**src/rtl/prod_accum.sv**
```systemverilog
// rtl/prod_accum.sv - packet accumulator for 16-bit products with saturating sum/count and held result
module prod_accum #(
    parameter int ACC_W = 24,
    parameter int CNT_W = 8
) (
    input  logic             clk,
    input  logic             rst,
    input  logic [15:0]      prod,
    input  logic             in_valid,
    input  logic             in_last,
    output logic             in_ready,
    input  logic             clr,
    output logic             out_valid,
    input  logic             out_ready,
    output logic [ACC_W-1:0] out_sum,
    output logic [CNT_W-1:0] out_count,
    output logic             out_ovf
);

    typedef enum logic [1:0] {
        ST_IDLE = 2'd0,
        ST_ACC  = 2'd1,
        ST_HOLD = 2'd2
    } state_t;

    state_t             state_q, state_d;
    logic [ACC_W-1:0]   acc_q, acc_d;
    logic [CNT_W-1:0]   cnt_q, cnt_d;
    logic               ovf_q, ovf_d;
    logic               in_ready_q, in_ready_d;
    logic               out_valid_q, out_valid_d;
    logic [ACC_W-1:0]   out_sum_q, out_sum_d;
    logic [CNT_W-1:0]   out_count_q, out_count_d;
    logic               out_ovf_q, out_ovf_d;

    // One extra bit on the adder exposes the carry that signals saturation.
    logic [ACC_W:0]     sum_wide;
    logic               sum_carry;
    logic [ACC_W-1:0]   acc_sat;
    logic [CNT_W-1:0]   cnt_inc;
    logic               beat_acc;

    // Saturating add of the incoming product and saturating beat count.
    always_comb begin
        sum_wide  = {1'b0, acc_q} + {{(ACC_W - 15){1'b0}}, prod};
        sum_carry = sum_wide[ACC_W];
        acc_sat   = sum_carry ? {ACC_W{1'b1}} : sum_wide[ACC_W-1:0];
        cnt_inc   = (cnt_q == {CNT_W{1'b1}}) ? cnt_q
                                              : cnt_q + {{(CNT_W - 1){1'b0}}, 1'b1};
        // clr overrides any beat presented in the same cycle.
        beat_acc  = in_valid & in_ready_q & ~clr;
    end

    // Next-state and output-register logic; clr takes priority over everything.
    always_comb begin
        state_d     = state_q;
        acc_d       = acc_q;
        cnt_d       = cnt_q;
        ovf_d       = ovf_q;
        out_valid_d = out_valid_q;
        out_sum_d   = out_sum_q;
        out_count_d = out_count_q;
        out_ovf_d   = out_ovf_q;

        if (clr) begin
            state_d     = ST_IDLE;
            acc_d       = '0;
            cnt_d       = '0;
            ovf_d       = 1'b0;
            out_valid_d = 1'b0;
            out_sum_d   = '0;
            out_count_d = '0;
            out_ovf_d   = 1'b0;
        end else begin
            unique case (state_q)
                ST_IDLE, ST_ACC: begin
                    if (beat_acc) begin
                        if (in_last) begin
                            // Packet closes: publish the result and restart the accumulator.
                            out_sum_d   = acc_sat;
                            out_count_d = cnt_inc;
                            out_ovf_d   = ovf_q | sum_carry;
                            out_valid_d = 1'b1;
                            acc_d       = '0;
                            cnt_d       = '0;
                            ovf_d       = 1'b0;
                            state_d     = ST_HOLD;
                        end else begin
                            acc_d   = acc_sat;
                            cnt_d   = cnt_inc;
                            ovf_d   = ovf_q | sum_carry;
                            state_d = ST_ACC;
                        end
                    end
                end
                ST_HOLD: begin
                    // Result is retired only by the consumer; no bypass into a new packet.
                    if (out_ready) begin
                        out_valid_d = 1'b0;
                        state_d     = ST_IDLE;
                    end
                end
                default: begin
                    state_d = ST_IDLE;
                end
            endcase
        end

        // Ready is registered: it reflects the state the block is about to be in.
        in_ready_d = (state_d != ST_HOLD);
    end

    // State and output registers with asynchronous clear to the idle/empty condition.
    always_ff @(posedge clk or posedge rst) begin
        if (rst) begin
            state_q     <= ST_IDLE;
            acc_q       <= '0;
            cnt_q       <= '0;
            ovf_q       <= 1'b0;
            in_ready_q  <= 1'b0;
            out_valid_q <= 1'b0;
            out_sum_q   <= '0;
            out_count_q <= '0;
            out_ovf_q   <= 1'b0;
        end else begin
            state_q     <= state_d;
            acc_q       <= acc_d;
            cnt_q       <= cnt_d;
            ovf_q       <= ovf_d;
            in_ready_q  <= in_ready_d;
            out_valid_q <= out_valid_d;
            out_sum_q   <= out_sum_d;
            out_count_q <= out_count_d;
            out_ovf_q   <= out_ovf_d;
        end
    end

    assign in_ready  = in_ready_q;
    assign out_valid = out_valid_q;
    assign out_sum   = out_sum_q;
    assign out_count = out_count_q;
    assign out_ovf   = out_ovf_q;

endmodule

```
**config.mk**
```make
export PLATFORM = sky130hd
export DESIGN_NAME = prod_accum
export DESIGN_NICKNAME = d
export VERILOG_FILES = /design/src/rtl/prod_accum.sv
export SDC_FILE = /design/constraint.sdc
export NUM_CORES = 1
export LEC_CHECK = 0
export ABC_AREA = 1
export ABC_CLOCK_PERIOD_IN_PS = 5600
export BUFFER_PORTS_ARGS = -buffer_cell sky130_fd_sc_hd__buf_4
export CAP_MARGIN = 10
export CELL_PAD_IN_SITES_DETAIL_PLACEMENT = 1
export CELL_PAD_IN_SITES_GLOBAL_PLACEMENT = 1
export CORE_ASPECT_RATIO = 1.25
export CORE_MARGIN = 3
export CORE_UTILIZATION = 45
export CTS_CLUSTER_DIAMETER = 40
export CTS_CLUSTER_SIZE = 12
export DETAILED_ROUTE_END_ITERATION = 8
export PLACE_DENSITY_LB_ADDON = 0.1
export SETUP_SLACK_MARGIN = 0.02
export SKIP_CTS_REPAIR_TIMING = 1
export SYNTH_ARGS = -nofsm -noshare
export SYNTH_HDL_FRONTEND = slang
export SYNTH_SLANG_ARGS = --single-unit
```
**constraint.sdc**
```tcl
create_clock -name clk -period 5.6 [get_ports clk]
set_clock_uncertainty 0.1 [all_clocks]
set_input_delay 1.68 -clock clk [delete_from_list [all_inputs] [get_ports clk]]
set_output_delay 1.68 -clock clk [all_outputs]
set_load 0.02 [all_outputs]
```
**Word level (Yosys, flattened, before mapping)**

Index checks and enable logic that the tools add are counted.

- $add $sub $neg: 2
- Equal/unequal tests: 7
- Muxes and demuxes: 36
- Bitwise logic cells: 4
- Reduce and logical (&&, ||, !) cells: 9

Operators with widths:

| cell | count |
|---|---|
| $mux 24 | 9 |
| $mux 8 | 9 |
| $add 24x16->25 | 1 |
| $mux 1 | 12 |
| $ne 3x3->1 const B | 3 |
| $add 8x1->8 const B | 1 |
| $eq 8x8->1 const B | 1 |
| $mux 2 | 4 |
| $reduce_bool 2->1 | 3 |
| $pmux 2 s2 | 1 |
| $reduce_and 4->1 | 1 |
| $reduce_and 3->1 | 1 |
| $reduce_bool 3->1 | 1 |
| $and 1x1->1 | 2 |
| $eq 2x1->1 const B | 1 |
| $eq 2x2->1 const B | 1 |
| $logic_not 2->1 | 1 |
| $ne 2x2->1 const B | 1 |
| $pmux 1 s2 | 1 |
| $reduce_and 2->1 | 1 |
| $reduce_or 2->1 | 1 |
| $not 1->1 | 1 |
| $or 1x1->1 | 1 |

- Flip-flop bits (word level): 70
- Output and inout port bits: 35
- Logic and storage cells: 67

**Logic depth before layout (Yosys ltp)**

Gate-level depths: netlist of run 1.

- Word-level depth: 6
- Gate-level depth with buffers: 13
- Mapped depth without buffers: 13

**Least setup slack after synthesis of run 1**

No wires, ideal clock.

- Path kind: input to register
- Start point: in prod[0]
- End point: reg acc_q[11]
- Arrival time: 3.193 ns
- Data required time: 5.383 ns
- Slack: 2.190 ns
- Stages: 13
- Buffers on the path: 1
- Path through: ha_1 -> fa_1 -> nand2_1 -> nand2_1 -> nand3_1 -> nand2_2 -> nand2_1 -> nand2_2 -> nand2_4 -> buf_8 -> nand3_2 -> nand2_1 -> nand2_1

- Longest elaborated chain between the ends: 6

RTL lines:

| what | line | source |
|---|---|---|
| start, declared | 8 | `input logic [15:0] prod,` |
| $add 24x16->25 | 45 | `sum_wide = {1'b0, acc_q} + {{(ACC_W - 15){1'b0}}, prod};` |
| $mux 24 | 47 | `acc_sat = sum_carry ? {ACC_W{1'b1}} : sum_wide[ACC_W-1:0];` |
| $mux 24 | 78 | `if (in_last) begin` |
| $mux 24 | 77 | `if (beat_acc) begin` |
| $mux 24 | 75 | `unique case (state_q)` |
| $mux 24 | 65 | `if (clr) begin` |
| end signal, assigned | 117 | `acc_q <= '0;` |
| end signal, assigned | 127 | `acc_q <= acc_d;` |
| end, declared | 27 | `logic [ACC_W-1:0] acc_q, acc_d;` |

No other way between the ends. The select of a mux whose other input is x is not followed.
A chain may end at the register's enable or synchronous reset.

**Worst setup path in the final report of run 1**

- Start point: in in_valid
- End point: reg out_count_q[7] (netlist: out_count[7])

- Longest elaborated chain between the ends: 4

RTL lines:

| what | line | source |
|---|---|---|
| start, declared | 9 | `input logic in_valid,` |
| $and 1x1->1 (2 in a row) | 51 | `beat_acc = in_valid & in_ready_q & ~clr;` |
| $reduce_bool 2->1 (no source line) | -- |  |
| $reduce_and 3->1 (no source line) | -- |  |
| end signal, assigned | 133 | `out_count_q <= out_count_d;` |
| end, declared | 33 | `logic [CNT_W-1:0] out_count_q, out_count_d;` |

No other way between the ends.

==> results of run 1 <==
-- tightest hold or removal path, delay by kind of cell, from the launching register on --
family,cells,cell delay [ps]
flops,1,340
simple gates,2,110
-- state kept, by name, summed over array words and instances, names as in the netlist --
name and cells:
out_count 8, cnt_q 8, out_sum 24, in_ready 1
out_valid 1, ovf_q 1, out_ovf 1, state_q 2
acc_q 24
-- worst min path at each step --
stage | to | slack, ps | cells past startpoint
2_1_floorplan | acc_q[11] | 350 | 2
3_3_place_gp | out_sum[12] | 360 | 2
3_5_place_dp | out_sum[6] | 370 | 2
4_1_cts | acc_q[2] | 390 | 2
5_1_grt | acc_q[3] | 410 | 2
6_report | acc_q[2] | 380 | 2
-- routing by layer --
| metal | GRT usage, % | wire length (um) |
|---|---|---|
| met5 | 0 | 0 |
| met3 | 3.67 | 445 |
| met1 | 29.3 | 5560 |
| met2 | 48.0 | 7110 |
| met4 | 9.82 | 312 |
-- per-stage QoR --
stage	hold WS, ps	instances	instance area [sq um]	worst slack [ps]
2_1_floorplan	353	639	4410	2050
4_1_cts	388	824	5250	1800
5_1_grt	406	824	5250	1620
3_3_place_gp	365	808	4940	1560
6_report	384	824	5250	1850
3_5_place_dp	374	808	4940	1470
-- final cells by class --
cell class | count | area, sq um | share of cell area [%]
multi-input combinational | 474 | 2280 | 43.4
clock buffer | 11 | 233 | 4.43
timing repair buffer | 59 | 443 | 8.43
clock inverter | 5 | 82.6 | 1.57
sequential | 70 | 1750 | 33.3
tap | 123 | 154 | 2.93
inverter | 82 | 308 | 5.86
-- kinds of logic after synthesis --
group           Yosys count
xor+xnor                 12
buf+inv                  95
simple gates            401
fa+ha+maj                18
compound gates           43
flops                    70
-- power groups by stage --
stage	logic, mW	clock network (mW)	registers (mW)
final	0.231	0.618	0.538
after global routing	0.258	0.644	0.540
after CTS	0.234	0.625	0.539
after global placement	0.220	0	0.547
after detailed placement	0.228	0	0.547
after floorplan	0.135	0	0.558
-- cells in the mapped netlist (all sizes together), types with 4 or more instances --
| cell | instances |
|---|---|
| dfrtp | 70 |
| ha | 17 |
| nand2 | 298 |
| nor3 | 5 |
| nand4 | 7 |
| clkbuf | 4 |
| inv | 80 |
| a21oi | 13 |
| a22o | 4 |
| nor2 | 43 |
| buf | 9 |
| nand3 | 41 |
| xor2 | 11 |
| o21ai | 17 |
==> results.cfg, run 1 <==
[grt]
grt_pass1_vias = 4572
track_usage_pct = 25.7
overflow = 0
antenna_found_initial = 0
grt_pass1_wl_um = 21900
grt_start_max_net_pins = 41

[sta]
period_minus_slack_ps = 3750
max_slew_margin_pct = 28.0
max_freq_ghz = 0.267
setup_violations = 0
grt_setup_unrepaired = false
hold_viol_final = 0
drv_slew = 0
worst_slew_pin_slew_ps = 1070
setup_tns_ps = 0
fin_crit_sh_pct = 67.0

[synth]
synth.area.top_cells = dfrtp_1 40%, nand2_1 25%, inv_1 6.7%
yosys.area.top_type = dfrtp_1
ys_seq_area_share_pct = 39.7
synth_area_sq_um = 4410
synthMuxAreaShare_pct = 0
synthesis.nets = 679
synth_top_family_by_area = simple AND/OR/NAND/NOR gates
synthCells = 639
synth_warnings = 0
synth_edf_count = 0
synth_simple_gate_area_share_pct = 38.2
synth-seq-cells = 70
ys.flop_type = dfrtp_1
synthAdderAreaFrac_pct = 5.27
yosysUniqueCellTypes = 36
synth_xor_area_share_pct = 2.38
async_flop_share_pct = 100
synth_compound_area_share_pct = 5.78
synth_top_area_share_pct = 39.7
syn_area_per_cell_sq_um = 6.91

[die]
die_w_um = 94.6
dieArea_sq_um = 11000
ios = 57
rows = 39
core_sq_um = 9370
start_util_pct = 47.1
fp.dieH_um = 117

[pwr]
power_leakage_nw = 3.04
vdd_drop_max_v = 0.000166
switching_share_pct = 28.4
p_int_mw = 0.993
combPwrFrac_pct = 16.6
power.switching_mw = 0.395
power_density_nw_per_um2 = 264
p_total_mw = 1.39
clkPwrFrac_pct = 44.6
p_seq_share_pct = 38.8

[clock_tree]
cts_root_buf = clkbuf_16
clock_latency_ps = 340
cts_sinks = 70
clock_path_buffers = 2
htree_levels = 3
path_clk_slew_ps = 60
cts_tree = yes
numCtsBuffers = 9

[finish]
area_growth_pct = 19.1
layout.nets = 736
mostFrequentLayoutCell = nand2_1
final_cell_mix = 291 x nand2_1, 78 x inv_1, 70 x dfrtp_1
drive_above_1_share_pct = 14.3
fin_util_pct = 56.1
fill_cells = 1280
diodes = 0

[critical_path]
crit_buf_inv = 3
cp_cell_sequence = buf_4, nand2_1, nor2_1, nor2_2, buf_4, nor2_1, clkinv_1, a22o_1
r2r_slack_ps = 2890
cpPeakStageDelay_ps = 840
arrival_ps = 3870
cp.depth = 8
reg2reg_depth = 6
cp-end-kind = flop
crit_start = in_valid
crit_type = in -> reg
regToRegEndpoint = out_count[7]
path_max_fanout = 34
slowest_stage = clkinv_1
crit_end = out_count[7]
critPathRequiredTime_ps = 5720
r2r-start = state_q[1]
start_kind = input port
cpLargestDelayFamily = buffers and inverters

[worst_hold_path]
hold_class = reg -> reg
hp-start = acc_q[2]

[drt]
dr.pass1.iters = 4
wl_um = 13400
wl_per_cell_um = 16.3
via_count = 4274
drc = 0
viasPerCell = 5.19
drt_iter0_drc = 126
postRouteAntennaNets = 0

[placement]
place_hpwl_um = 9670
gp_congestion = 0.880
port_buffers = 56

[outcome]
status = complete, no violations

[run]
maxCapViolCount = 0
Note: power is estimated with default switching activity, not from simulation.
==> run 2: changes to the inputs <==
--- a/config.mk
+++ b/config.mk
@@ -6,14 +6,14 @@
 export NUM_CORES = 1
 export LEC_CHECK = 0
 export ABC_AREA = 1
-export ABC_CLOCK_PERIOD_IN_PS = 5600
+export ABC_CLOCK_PERIOD_IN_PS = 3800
 export BUFFER_PORTS_ARGS = -buffer_cell sky130_fd_sc_hd__buf_4
 export CAP_MARGIN = 10
 export CELL_PAD_IN_SITES_DETAIL_PLACEMENT = 1
 export CELL_PAD_IN_SITES_GLOBAL_PLACEMENT = 1
 export CORE_ASPECT_RATIO = 1.25
 export CORE_MARGIN = 3
-export CORE_UTILIZATION = 45
+export CORE_UTILIZATION = 42
 export CTS_CLUSTER_DIAMETER = 40
 export CTS_CLUSTER_SIZE = 12
 export DETAILED_ROUTE_END_ITERATION = 8
==> constraint.sdc (replaced) <==
create_clock -name clk -period 3.8 [get_ports clk]
set_clock_uncertainty 0.1 [all_clocks]
set_input_delay 1.14 -clock clk [delete_from_list [all_inputs] [get_ports clk]]
set_output_delay 1.14 -clock clk [all_outputs]
set_load 0.02 [all_outputs]
==> run 2 against run 1 <==
Effect of this change: sequential power is 47% higher; design area is 0.67% higher; setup slack worse by 1100 ps; clock power is 43% higher; utilization is 4.0 points lower; non-clock buffer count is 3 higher; first-iteration DRC count is 7.9% higher; wire length is 6.5% lower; register-to-register slack worse by 1600 ps; critical path type unchanged; critical endpoint is now out_sum[2].
==> results.cfg, run 2 (synthesis results as in run 1) <==
[die]
start_util_pct = 43.4
fp.dieH_um = 121
dieArea_sq_um = 11800
rows = 41
die_w_um = 97.7
ios = 57
core_sq_um = 10200

[grt]
overflow = 0
grt_pass1_wl_um = 22000
grt_pass1_vias = 4575
grt_start_max_net_pins = 37
antenna_found_initial = 0
track_usage_pct = 23.1

[sta]
max_freq_ghz = 0.326
fin_crit_sh_pct = 80.6
max_slew_margin_pct = 46.6
setup_violations = 0
grt_setup_unrepaired = false
setup_ws_ps = 737
drv_slew = 0
worst_slew_pin_slew_ps = 800
hold_viol_final = 0
period_minus_slack_ps = 3060
setup_tns_ps = 0

[finish]
diodes = 0
drive_above_1_share_pct = 14.9
mostFrequentLayoutCell = nand2_1
final_cell_mix = 291 x nand2_1, 78 x inv_1, 70 x dfrtp_1
final_cell_count_no_fill = 833
area_growth_pct = 19.8
layout.nets = 739
fin_util_pct = 52.1

[critical_path]
cpLargestDelayFamily = simple AND/OR/NAND/NOR gates
crit_buf_inv = 1
cp-end-kind = flop
path_max_fanout = 24
regToRegEndpoint = out_sum[2]
r2r_slack_ps = 1260
cpPeakStageDelay_ps = 440
crit_type = in -> reg
reg2reg_depth = 12
crit_top_cell = nand2_1
slowest_stage = fa_1
arrival_ps = 3200
critPathRequiredTime_ps = 3940
cp_cell_sequence = buf_4, ha_1, fa_1, nand2_1, nand2_1, nand3_1, nand2_2, nand2_1, nand2_2, nand2_4, o21ai_0, nand2_1, nand2_1
r2r-start = acc_q[0]
start_kind = input port

[drt]
viasPerCell = 5.01
drc = 0
postRouteAntennaNets = 0
via_count = 4173
wl_um = 12600
drt_iter0_drc = 136
wl_per_cell_um = 15.1
dr.pass1.iters = 4

[placement]
place_ws_ps = 359
port_buffers = 56
gp_congestion = 0.935
place_inst = 817
place_hpwl_um = 9370

[pwr]
power_leakage_nw = 3.05
vdd_drop_max_v = 0.000221
p_total_mw = 2.01
power_density_nw_per_um2 = 380

[clock_tree]
cts_tree = yes
clock_latency_ps = 350
numCtsBuffers = 9
cts_root_buf = clkbuf_16
cts_sinks = 70
path_clk_slew_ps = 60
clock_path_buffers = 2
htree_levels = 3

[worst_hold_path]
hold_class = reg -> reg
holdPathEnd = out_sum[8]
hp-start = out_sum[8]
min_path_cells = 2

[run]
maxCapViolCount = 0

[outcome]
status = complete, no violations
run 2: report_power, final:
part | total [mW] | switching (mW) | internal, mW
Sequential | 0.792 | 0.0183 | 0.774
Clock | 0.883 | 0.354 | 0.529
Combinational | 0.335 | 0.219 | 0.115
run 2: how the worst max path moves through the flow:
stage / slack (ps) / depth (start not counted) / end / from
detailed placement: 360 / 13 / out_sum[2] / prod[0]
finish: 740 / 13 / out_sum[2] / prod[0]
CTS: 710 / 13 / out_sum[2] / prod[0]
global route: 540 / 13 / out_sum[2] / prod[0]
floorplan: 790 / 1 / acc_q[0] / rst
global placement: 510 / 13 / out_sum[2] / prod[0]
run 2: layout make-up:
type,count,area (sq um)
clock buffers,10,239
clock inverters,6,68.8
fillers,1363,4870
inverters,82,308
multi-input cells,474,2280
flip-flops and latches,70,1750
well taps,129,161
repair buffers,62,478
run 2: metrics by stage:
stage / area [sq um] / hold slack [ps]
6_report: 5290 / 382
5_1_grt: 5290 / 414
4_1_cts: 5290 / 387
3_5_place_dp: 4980 / 371
3_3_place_gp: 4980 / 364
2_1_floorplan: 4410 / 353
run 2: per-layer routing:
layer	vias up	routed length (um)	global-route usage (%)	share of wire, %
met5	-	0	0	0
met4	0	296	8.31	2.4
met3	22	387	4.27	3.1
met2	56	6610	42.9	53
met1	2004	5260	26.2	42
li1	2091	-	-	-
run 2: worst register-to-register path: stages, from the launching register on:
cell	delay (ps)
dfrtp_1	390
ha_1	250
fa_1	440
nand2_1	110
nand2_1	90
nand3_1	130
nand2_2	80
nand2_1	80
nand2_2	100
nand2_4	300
o21ai_0	210
nand2_1	100
nand2_1	50
==> run 3: changes to the inputs <==
--- a/config.mk
+++ b/config.mk
@@ -6,14 +6,14 @@
 export NUM_CORES = 1
 export LEC_CHECK = 0
 export ABC_AREA = 1
-export ABC_CLOCK_PERIOD_IN_PS = 3800
+export ABC_CLOCK_PERIOD_IN_PS = 2800
 export BUFFER_PORTS_ARGS = -buffer_cell sky130_fd_sc_hd__buf_4
 export CAP_MARGIN = 10
 export CELL_PAD_IN_SITES_DETAIL_PLACEMENT = 1
 export CELL_PAD_IN_SITES_GLOBAL_PLACEMENT = 1
 export CORE_ASPECT_RATIO = 1.25
 export CORE_MARGIN = 3
-export CORE_UTILIZATION = 42
+export CORE_UTILIZATION = 38
 export CTS_CLUSTER_DIAMETER = 40
 export CTS_CLUSTER_SIZE = 12
 export DETAILED_ROUTE_END_ITERATION = 8
==> constraint.sdc (replaced) <==
create_clock -name clk -period 2.8 [get_ports clk]
set_clock_uncertainty 0.1 [all_clocks]
set_input_delay 0.84 -clock clk [delete_from_list [all_inputs] [get_ports clk]]
set_output_delay 0.84 -clock clk [all_outputs]
set_load 0.02 [all_outputs]
==> run 3 against run 2 <==
Effect of this change: final cell count rose by 2.2%; design area rose by 2.6%; hold slack barely moved; critical path type unchanged; largest cell class unchanged; highest routed layer unchanged.
==> results.cfg, run 3 (synthesis results as in run 1) <==
[clock_tree]
cts_root_buf = clkbuf_16
path_clk_slew_ps = 60
cts_sinks = 70
htree_levels = 3
cts_tree = yes
clock_latency_ps = 330
clock_path_buffers = 2
numCtsBuffers = 9

[pwr]
p_int_mw = 2.00
power.switching_mw = 0.800
p_seq_share_pct = 38.5
clkPwrFrac_pct = 44.7
power_density_nw_per_um2 = 516
switching_share_pct = 28.6
vdd_drop_max_v = 0.000268
combPwrFrac_pct = 16.8
power_leakage_nw = 3.13

[run]
maxCapViolCount = 0

[finish]
final_cell_mix = 291 x nand2_1, 78 x inv_1, 71 x buf_4
design_area_sq_um = 5430
area_growth_pct = 23.0
layout.nets = 751
fin_util_pct = 48.3
fill_cells = 1474
diodes = 0
mostFrequentLayoutCell = nand2_1
drive_above_1_share_pct = 16.3

[sta]
drv_slew = 0
setup_violations = 0
period_minus_slack_ps = 2460
hold_viol_final = 0
max_slew_margin_pct = 61.8
worst_slew_pin_slew_ps = 572
max_freq_ghz = 0.407
setup_ws_ps = 340
fin_crit_sh_pct = 87.9
grt_setup_unrepaired = false
setup_tns_ps = 0

[drt]
postRouteAntennaNets = 0
drt_iter0_drc = 107
wl_um = 13200
via_count = 4262
wl_per_cell_um = 15.5
viasPerCell = 5.01
drc = 0
dr.pass1.iters = 4

[placement]
place_ws_ps = 4.64
place_hpwl_um = 10400
port_buffers = 56
place_area_sq_um = 5100
gp_congestion = 0.879

[grt]
antenna_found_initial = 0
grt_start_max_net_pins = 32
track_usage_pct = 22.0
grt_pass1_vias = 4579
grt_pass1_wl_um = 22500
overflow = 0

[outcome]
status = complete, no violations

[critical_path]
path_max_fanout = 4
regToRegEndpoint = acc_q[16]
arrival_ps = 2560
reg2reg_depth = 11
critPathRequiredTime_ps = 2900
r2r-start = acc_q[0]
crit_start = prod[0]
cp-end-kind = flop
r2r_slack_ps = 580
start_kind = input port
crit_type = in -> reg
crit_end = acc_q[16]

[worst_hold_path]
hold_class = reg -> reg

[die]
dieArea_sq_um = 13000
start_util_pct = 39.2
rows = 43
ios = 57
die_w_um = 102
fp.dieH_um = 126
core_sq_um = 11200
run 3: cell count changes in the layout (fill, tap and decap cells not counted), sizes merged:
cell,before,now
clkbuf,10,9
bufinv,1,2
clkinv,5,6
buf,62,74
inv,81,80
run 3: worst min-delay path by stage:
stage                           start           to  slack, ps  depth (start not counted)
after detailed placement      out_ovf      out_ovf        370                          2
after CTS                     out_ovf      out_ovf        390                          2
final                     out_sum[15]  out_sum[15]        380                          2
after global placement    out_sum[18]  out_sum[18]        360                          2
after floorplan             acc_q[11]    acc_q[11]        350                          2
after global routing        acc_q[14]    acc_q[14]        420                          2
run 3: stage by stage:
step	instances	hold slack [ps]	power, mW
2_1_floorplan	639	353	1.39
3_3_place_gp	835	364	1.56
3_5_place_dp	835	371	1.57
4_1_cts	851	387	2.84
5_1_grt	851	416	2.95
6_report	851	382	2.80
run 3: critical path, cell delays in order:
cell and delay (ps):
buf_4 110, ha_1 220, fa_1 400, nand2_1 100
nand2_1 90, nand3_1 100, nand2_2 60, nand2_1 70
nand2_2 80, buf_4 160, o21ai_0 210, o22ai_1 100
run 3: metal layers:
layer  track usage [%]  wire length (um)  part of all wire [%]
met1              27.6              5770                    44
met2              38.6              6940                    53
met3              4.02               311                   2.4
met4              5.48               135                   1.0
met5                 0                 0                     0
run 3: power groups by stage:
stage | registers (mW) | logic, mW | clock network [mW]
global placement | 1.09 | 0.465 | 0
detailed placement | 1.10 | 0.474 | 0
floorplan | 1.12 | 0.271 | 0
finish | 1.08 | 0.471 | 1.25
CTS | 1.08 | 0.478 | 1.28
global route | 1.08 | 0.534 | 1.33
run 3: area by class of cell:
cell class	instances	area [sq um]	area share [%]
Clock buffer	9	225	4.15
Clock inverter	7	98.8	1.82
Inverter	82	308	5.67
Multi-Input combinational cell	474	2280	42.0
Sequential cell	70	1750	32.3
Tap cell	135	169	3.11
Timing Repair Buffer	74	593	10.9
